[src/rtl/frac_divider_seq.sv]
// Sequential restoring fractional divider: quotient = floor(dividend * 2^FRAC_BITS / divisor).
// Optional FRAC_DIV_ROUND_EN computes one guard bit and rounds to nearest.
module frac_divider_seq #(
  parameter int WIDTH_IN  = 7,
  parameter int FRAC_BITS = 8
) (
  input  logic                 clk,
  input  logic                 rst,
  input  logic                 start,
  input  logic [WIDTH_IN-1:0]  dividend,
  input  logic [WIDTH_IN-1:0]  divisor,
  output logic                 busy,
  output logic                 done,
  output logic [FRAC_BITS-1:0] quotient,
  output logic                 div_zero,
  output logic                 ovf
);

`ifdef FRAC_DIV_ROUND_EN
  localparam int ITER = FRAC_BITS + 1;
`else
  localparam int ITER = FRAC_BITS;
`endif
  localparam int CNT_W = $clog2(ITER + 1);
  localparam logic [CNT_W-1:0] CNT_LAST = CNT_W'(ITER - 1);

  localparam logic [0:0] IDLE = 1'b0;
  localparam logic [0:0] RUN  = 1'b1;

  logic [0:0]           state_reg, state_next;
  logic [CNT_W-1:0]     cnt_reg, cnt_next;
  logic [WIDTH_IN:0]    rem_reg, rem_next;
  logic [WIDTH_IN-1:0]  div_reg, div_next;
  logic [ITER-1:0]      shift_reg, shift_next;
  logic                 err_zero_reg, err_zero_next;
  logic                 err_ovf_reg, err_ovf_next;
  logic [FRAC_BITS-1:0] quotient_reg, quotient_next;
  logic                 div_zero_reg, div_zero_next;
  logic                 ovf_reg, ovf_next;
  logic                 done_reg, done_next;

  // One restoring step; rem < divisor always holds, so the shift never loses a bit.
  logic [WIDTH_IN:0] rem_shift;
  logic [WIDTH_IN:0] div_ext;
  logic [WIDTH_IN:0] rem_sub;
  logic              q_bit;

  assign rem_shift = rem_reg << 1;
  assign div_ext   = {1'b0, div_reg};
  assign q_bit     = (rem_shift >= div_ext);
  assign rem_sub   = rem_shift - div_ext;

  logic [ITER-1:0] shift_in;
  assign shift_in[0] = q_bit;

  genvar gi;
  generate
    for (gi = 1; gi < ITER; gi++) begin : g_shift
      assign shift_in[gi] = shift_reg[gi-1];
    end
  endgenerate

  logic [FRAC_BITS-1:0] result;
`ifdef FRAC_DIV_ROUND_EN
  // Guard bit is the LSB of the extended result; a carry out saturates.
  logic [FRAC_BITS:0] round_sum;
  assign round_sum = {1'b0, shift_in[ITER-1:1]} + {{FRAC_BITS{1'b0}}, shift_in[0]};
  assign result    = round_sum[FRAC_BITS] ? {FRAC_BITS{1'b1}} : round_sum[FRAC_BITS-1:0];
`else
  assign result = shift_in;
`endif

  always_comb begin
    state_next    = state_reg;
    cnt_next      = cnt_reg;
    rem_next      = rem_reg;
    div_next      = div_reg;
    shift_next    = shift_reg;
    err_zero_next = err_zero_reg;
    err_ovf_next  = err_ovf_reg;
    quotient_next = quotient_reg;
    div_zero_next = div_zero_reg;
    ovf_next      = ovf_reg;
    done_next     = 1'b0;

    case (state_reg)
      IDLE: begin
        if (start) begin
          state_next    = RUN;
          cnt_next      = '0;
          rem_next      = {1'b0, dividend};
          div_next      = divisor;
          shift_next    = '0;
          err_zero_next = (divisor == '0);
          err_ovf_next  = (divisor != '0) && (dividend >= divisor);
        end
      end
      RUN: begin
        if (err_zero_reg || err_ovf_reg) begin
          // Error operations skip iteration and report on the next edge.
          state_next    = IDLE;
          cnt_next      = '0;
          quotient_next = {FRAC_BITS{1'b1}};
          div_zero_next = err_zero_reg;
          ovf_next      = err_ovf_reg;
          done_next     = 1'b1;
        end else begin
          rem_next   = q_bit ? rem_sub : rem_shift;
          shift_next = shift_in;
          if (cnt_reg == CNT_LAST) begin
            state_next    = IDLE;
            cnt_next      = '0;
            quotient_next = result;
            div_zero_next = 1'b0;
            ovf_next      = 1'b0;
            done_next     = 1'b1;
          end else begin
            cnt_next = cnt_reg + 1'b1;
          end
        end
      end
      default: begin
        state_next = IDLE;
        cnt_next   = '0;
      end
    endcase
  end

  always_ff @(posedge clk or negedge rst) begin
    if (!rst) begin
      state_reg    <= IDLE;
      cnt_reg      <= '0;
      rem_reg      <= '0;
      div_reg      <= '0;
      shift_reg    <= '0;
      err_zero_reg <= 1'b0;
      err_ovf_reg  <= 1'b0;
      quotient_reg <= '0;
      div_zero_reg <= 1'b0;
      ovf_reg      <= 1'b0;
      done_reg     <= 1'b0;
    end else begin
      state_reg    <= state_next;
      cnt_reg      <= cnt_next;
      rem_reg      <= rem_next;
      div_reg      <= div_next;
      shift_reg    <= shift_next;
      err_zero_reg <= err_zero_next;
      err_ovf_reg  <= err_ovf_next;
      quotient_reg <= quotient_next;
      div_zero_reg <= div_zero_next;
      ovf_reg      <= ovf_next;
      done_reg     <= done_next;
    end
  end

  assign busy     = (state_reg == RUN);
  assign done     = done_reg;
  assign quotient = quotient_reg;
  assign div_zero = div_zero_reg;
  assign ovf      = ovf_reg;

endmodule

[config.mk]
export PLATFORM = sky130hd
export DESIGN_NAME = frac_divider_seq
export DESIGN_NICKNAME = d
export VERILOG_FILES = /design/src/rtl/frac_divider_seq.sv
export SDC_FILE = /design/constraint.sdc
export NUM_CORES = 1
export LEC_CHECK = 0
export ABC_CLOCK_PERIOD_IN_PS = 4530
export BUFFER_PORTS_ARGS = -buffer_cell sky130_fd_sc_hd__buf_2
export CAP_MARGIN = 30
export CELL_PAD_IN_SITES_DETAIL_PLACEMENT = 1
export CELL_PAD_IN_SITES_GLOBAL_PLACEMENT = 2
export CORE_ASPECT_RATIO = 1.2
export CORE_MARGIN = 10
export CORE_UTILIZATION = 35
export DETAILED_ROUTE_END_ITERATION = 10
export GPL_ROUTABILITY_DRIVEN = 0
export PLACE_DENSITY = 0.79
export SETUP_SLACK_MARGIN = 0.05
export SYNTH_ARGS = -nofsm -noshare
export SYNTH_HDL_FRONTEND = slang
export SYNTH_SLANG_ARGS = --single-unit
[constraint.sdc]
create_clock -name clk -period 4.53 [get_ports clk]
set_input_delay 1.1325 -clock clk [delete_from_list [all_inputs] [get_ports clk]]
set_output_delay 1.1325 -clock clk [all_outputs]
set_load 0.05 [all_outputs]
; ---- After elaboration in Yosys (flattened, before gate mapping)
; Cells that the tools add are included.
[word_totals]
romBits = 0
latchBits = 0
out_inout_bits = 12
reg_bits = 39
word_cells = 50
ram_bits = 0
n_memories = 0
[op_classes]
mux = 23
n_eq_ne = 3
n_bitwise = 1
n_div = 0
multipliers = 0
magnitude_cmp = 2
add_sub_neg = 2
shifts = 0
reduce_logical = 8
[ops]
columns = cell, n
row1 = two-way mux 7 bit, 5
row2 = case mux 7 bit (2 select lines), 2
row3 = two-way mux 8 bit, 2
row4 = two-way mux 4 bit, 3
row5 = two-way mux 1 bit, 9
row6 = greater-or-equal comparator 8 x 7 -> 1 bit, 1
row7 = case mux 4 bit (2 select lines), 1
row8 = greater-or-equal comparator 7 bit, 1
row9 = zero test 7 bit, 1
row10 = nonzero test 7 bit, 1
row11 = subtractor 7 bit, 1
row12 = AND reduction 2 bit, 3
row13 = adder 4 x 1 -> 4 bit (second input constant), 1
row14 = == test 4 x 3 -> 1 bit (second input constant), 1
row15 = != test 2 bit (second input constant), 2
row16 = case mux 1 bit (2 select lines), 1
row17 = nonzero test 2 bit, 1
row18 = logical AND 1 bit, 1
row19 = logical OR 1 bit, 1
row20 = NOT 1 bit, 1

; ---- Logic depth before layout (Yosys ltp)
[logic_depth]
depth_word = 4
ltp_mapped = 9
depth_no_buf = 8

; ---- Least setup slack after synthesis
; Ideal clock, no wire load.
[synth_path]
path_type = flip-flop to flip-flop
start = register rem_reg[0]
end = register rem_reg[1]
t_arrival_ps = 1982
path_slack_ps = 2410
path_stages_with_launch = 8
period_less_slack_ps = 2120
required_time_ps = 4392
cell_sequence = dfrtp_1 -> fa_1 -> o211ai_1 -> a21oi_1 -> a2111oi_2 -> buf_6 -> mux2i_1 -> o22ai_1
[synth_between]
elab_chain_len = 4
word_cells_on_any_way = 5
classes_between = 1 x add/sub / 1 x order compare / 3 x mux
[synth_lines]
columns = item, line
row1 = "start, declared", 32  ; logic [WIDTH_IN:0] rem_reg, rem_next;
row2 = "start signal, assigned", 145  ; rem_reg <= rem_next;
row3 = subtractor 7 bit or greater-or-equal comparator 8 x 7 -> 1 bit (tied branches), "51, 50"
row4 = two-way mux 7 bit (*), 108  ; rem_next = q_bit ? rem_sub : rem_shift;
row5 = two-way mux 7 bit (*), 99  ; if (err_zero_reg || err_ovf_reg) begin
row6 = case mux 7 bit (2 select lines) (*), 86  ; case (state_reg)
; Every way passes the cells marked *; elsewhere a longest branch is shown, timed or not. The select of a mux whose other input is x is not followed.
; A chain may end at the register's enable or synchronous reset.

; ---- Final worst setup path
[layout_path]
start = register state_reg, in the netlist busy
end = output port busy
[layout_rtl]
columns = item, line
row1 = "start, declared", 30  ; logic [0:0] state_reg, state_next;
row2 = "start signal, assigned", 143  ; state_reg <= state_next;
row3 = "end, declared", 12  ; output logic busy,
; No word-level cell between the ends.

==> impl_metrics.json <==
{
  "synth_commonest_cells": "dfrtp_1, nand2_1, o21ai_0",
  "worst-path-max-fanout": 18,
  "arrival_ns": 1.33,
  "clk_pin_slew_ns": 0.07,
  "synth_flop_cell": "dfrtp_1",
  "setup_viol": 0,
  "overflow": 0,
  "p_int_w": 0.000944,
  "vias": 1685,
  "met1_length_mm": 2.40,
  "h-tree-depth": 2,
  "synth_seq_cells": 39,
  "synthTopCellsByArea": "dfrtp_1, ha_1, nand2_1",
  "holdWs_ns": 0.499,
  "yosys.area.top_type": "dfrtp_1",
  "drt_iter0_drc": 78,
  "async_reset_ff_share_pct": 100,
  "fill_cells": 714,
  "cts_tree": "done",
  "fin_tns_setup_ns": 0,
  "outcome": "completed",
  "clkLatencyLatePin_ns": 0.29,
  "avgSynthCellArea_um2": 9.71,
  "grt_use_total_pct": 11.6,
  "yosys_warnings": 0,
  "die_h_um": 105,
  "slew-limit-headroom_pct": 42.5,
  "combPwrFrac_pct": 53.8,
  "final_nets": 280,
  "drt_pass1_iterations": 4,
  "diodes": 0,
  "clock-sinks": 39,
  "wl_met3_um": 237,
  "wl_per_cell_um": 16.3,
  "num_rows": 31,
  "grt_pass1_vias": 1879,
  "drc": 0,
  "rsz0062_at_grt": "no",
  "worst_ir_drop_vdd_mv": 0.418,
  "yosysMostFrequentCell": "dfrtp_1",
  "largest_register_ffs": 8,
  "swShare_pct": 45.1,
  "io_pins": 29,
  "ys_seq_area_share_pct": 45.9,
  "finClkSkew_ns": 0.00607,
  "worstHoldPathType": "flop to flop",
  "switchingPower_w": 0.000777,
  "ctsResizeCount": 0,
  "p_clk_share_pct": 13.2,
  "leakagePower_nw": 1.12,
  "hold_viol": 0,
  "powerDensity_mw_per_mm2": 710,
  "syn_to_final_growth_pct": 13.9,
  "tightest_slew_ns": 0.863,
  "grt_max_degree": 40,
  "cpLargestDelayFamily": "flip-flops",
  "totalWireLength_mm": 5.37,
  "layout-drive-gt1-share_pct": 16.5,
  "avgViaCountPerCell": 5.11,
  "synth_nets": 252,
  "finalCritPeriodShare_pct": 54.4,
  "dieArea_mm2": 0.00961,
  "route.top_layer_used": "met4",
  "grt_pass1_wl_mm": 9.12,
  "critPathSlowestCell": "dfrtp_1",
  "synth-edff-count": 0,
  "p_total_w": 0.00172,
  "cp-start-kind": "flop",
  "dr_wl_met2_mm": 2.65,
  "critPathRequiredTime_ns": 3.40,
  "cp_cell_sequence": "buf_2",
  "post_cts_buffers": 0,
  "ctsRootBufferMaster": "clkbuf_8",
  "ys_types": 42,
  "yosys.area.top_type_share_pct": 45.9,
  "antenna_found_initial": 0,
  "place_hpwl_mm": 4.09,
  "cts.path.max_buffers": 2,
  "core_area_mm2": 0.00597,
  "worst_setup_path_end_kind": "output pin",
  "synthesis.area_mm2": 0.00213,
  "cts_made_buffers": 5,
  "postCtsHoldBufs": 0,
  "die_x_um": 91.2,
  "fmax_ghz": 0.406,
  "initial_core_util_pct": 35.6,
  "portBuffers": 28,
  "min_period_ns": 2.46,
  "p_seq_share_pct": 33.0,
  "fin_area_mm2": 0.00242,
  "drtAntennaViolNets": 0,
  "path_buf_inv": 1,
  "slowest_delay_ns": 0.68,
  "crit_type": "flop to output pin",
  "synthCells": 219,
  "cap_viol_max_count": 0,
  "place_area_mm2": 0.00234,
  "slew_violations": 0
}
-- path summary, 6_finish.rpt --
path / from / to / slack (ns) / cells after the start
min in group asynchronous: rst / cnt_reg[2]$_DFFE_PN0P_ / 0.95 / 1
worst min register to register: shift_reg[6]$_DFFE_PN0P_ / quotient[7]$_DFFE_PN0P_ / 0.50 / 1
worst max-delay path: busy$_DFF_PN0_ / busy / 2.07 / 1
max in group asynchronous: rst / div_reg[0]$_DFFE_PN0P_ / 3.04 / 1
worst max register to register: div_reg[0]$_DFFE_PN0P_ / rem_reg[4]$_DFFE_PN0P_ / 2.24 / 8
worst min-delay path: shift_reg[6]$_DFFE_PN0P_ / quotient[7]$_DFFE_PN0P_ / 0.50 / 1
-- layout by cell type (no fill, tap or decap), types with 2 or more instances in the layout --
cell type and n:
nor2_1 11, clkbuf_8 5, o22a_1 7, nor2b_1 4
a31oi_1 3, ha_1 15, a21oi_1 5, mux2_2 2
nor3b_1 2, nand3_1 10, xor2_1 3, buf_4 2
o2111ai_1 3, o21ai_0 20, o22ai_1 4, a21o_1 3
o221ai_1 2, buf_2 28, nand2_1 32, dfrtp_1 39
o211ai_1 2, clkbuf_1 2, a22o_1 2, mux2i_1 9
inv_1 15
-- power groups by stage --
stage          Sequential, W  Clock (W)  Combinational (W)
2_1_floorplan       0.000583          0           0.000695
3_3_place_gp        0.000572          0           0.000918
3_5_place_dp        0.000575          0           0.000945
4_1_cts             0.000568   0.000234           0.000949
5_1_grt             0.000586   0.000254            0.00104
6_report            0.000568   0.000227           0.000926
-- metrics by stage --
step / setup WS, ns / cells / util [%]
after floorplan: 2.41 / 219 / -
after global placement: 2.30 / 322 / 39.2
after CTS: 2.06 / 330 / 40.6
final: 2.07 / 330 / 40.6
after global routing: 1.95 / 330 / 40.6
after detailed placement: 2.26 / 322 / 39.2
-- logic make-up after synthesis --
group	count (synthesis)	share of synthesized area (%)
simple gates	64	13.2
compound gates	61	19.5
flops	39	45.9
buf+inv	24	4.65
fa+ha+maj	16	9.76
mux	11	5.29
xor+xnor	4	1.65
-- metal layers --
layer | vias to the layer above | track usage (%)
met2 | 33 | 19.7
met1 | 813 | 13.6
li1 | 832 | -
met5 | - | 0
met3 | 7 | 3.19
met4 | 0 | 4.15
-- final cells by class --
type                            instances  area, um2  area share, %
Inverter                               15       56.3           2.32
Sequential cell                        39        976           40.3
Tap cell                               82        103           4.23
Multi-Input combinational cell        156       1050           43.4
Timing Repair Buffer                   30        155           6.40
Clock buffer                            7       76.3           3.15
Clock inverter                          1       5.00          0.207
No activity file was read; power rests on OpenSTA's default activity.
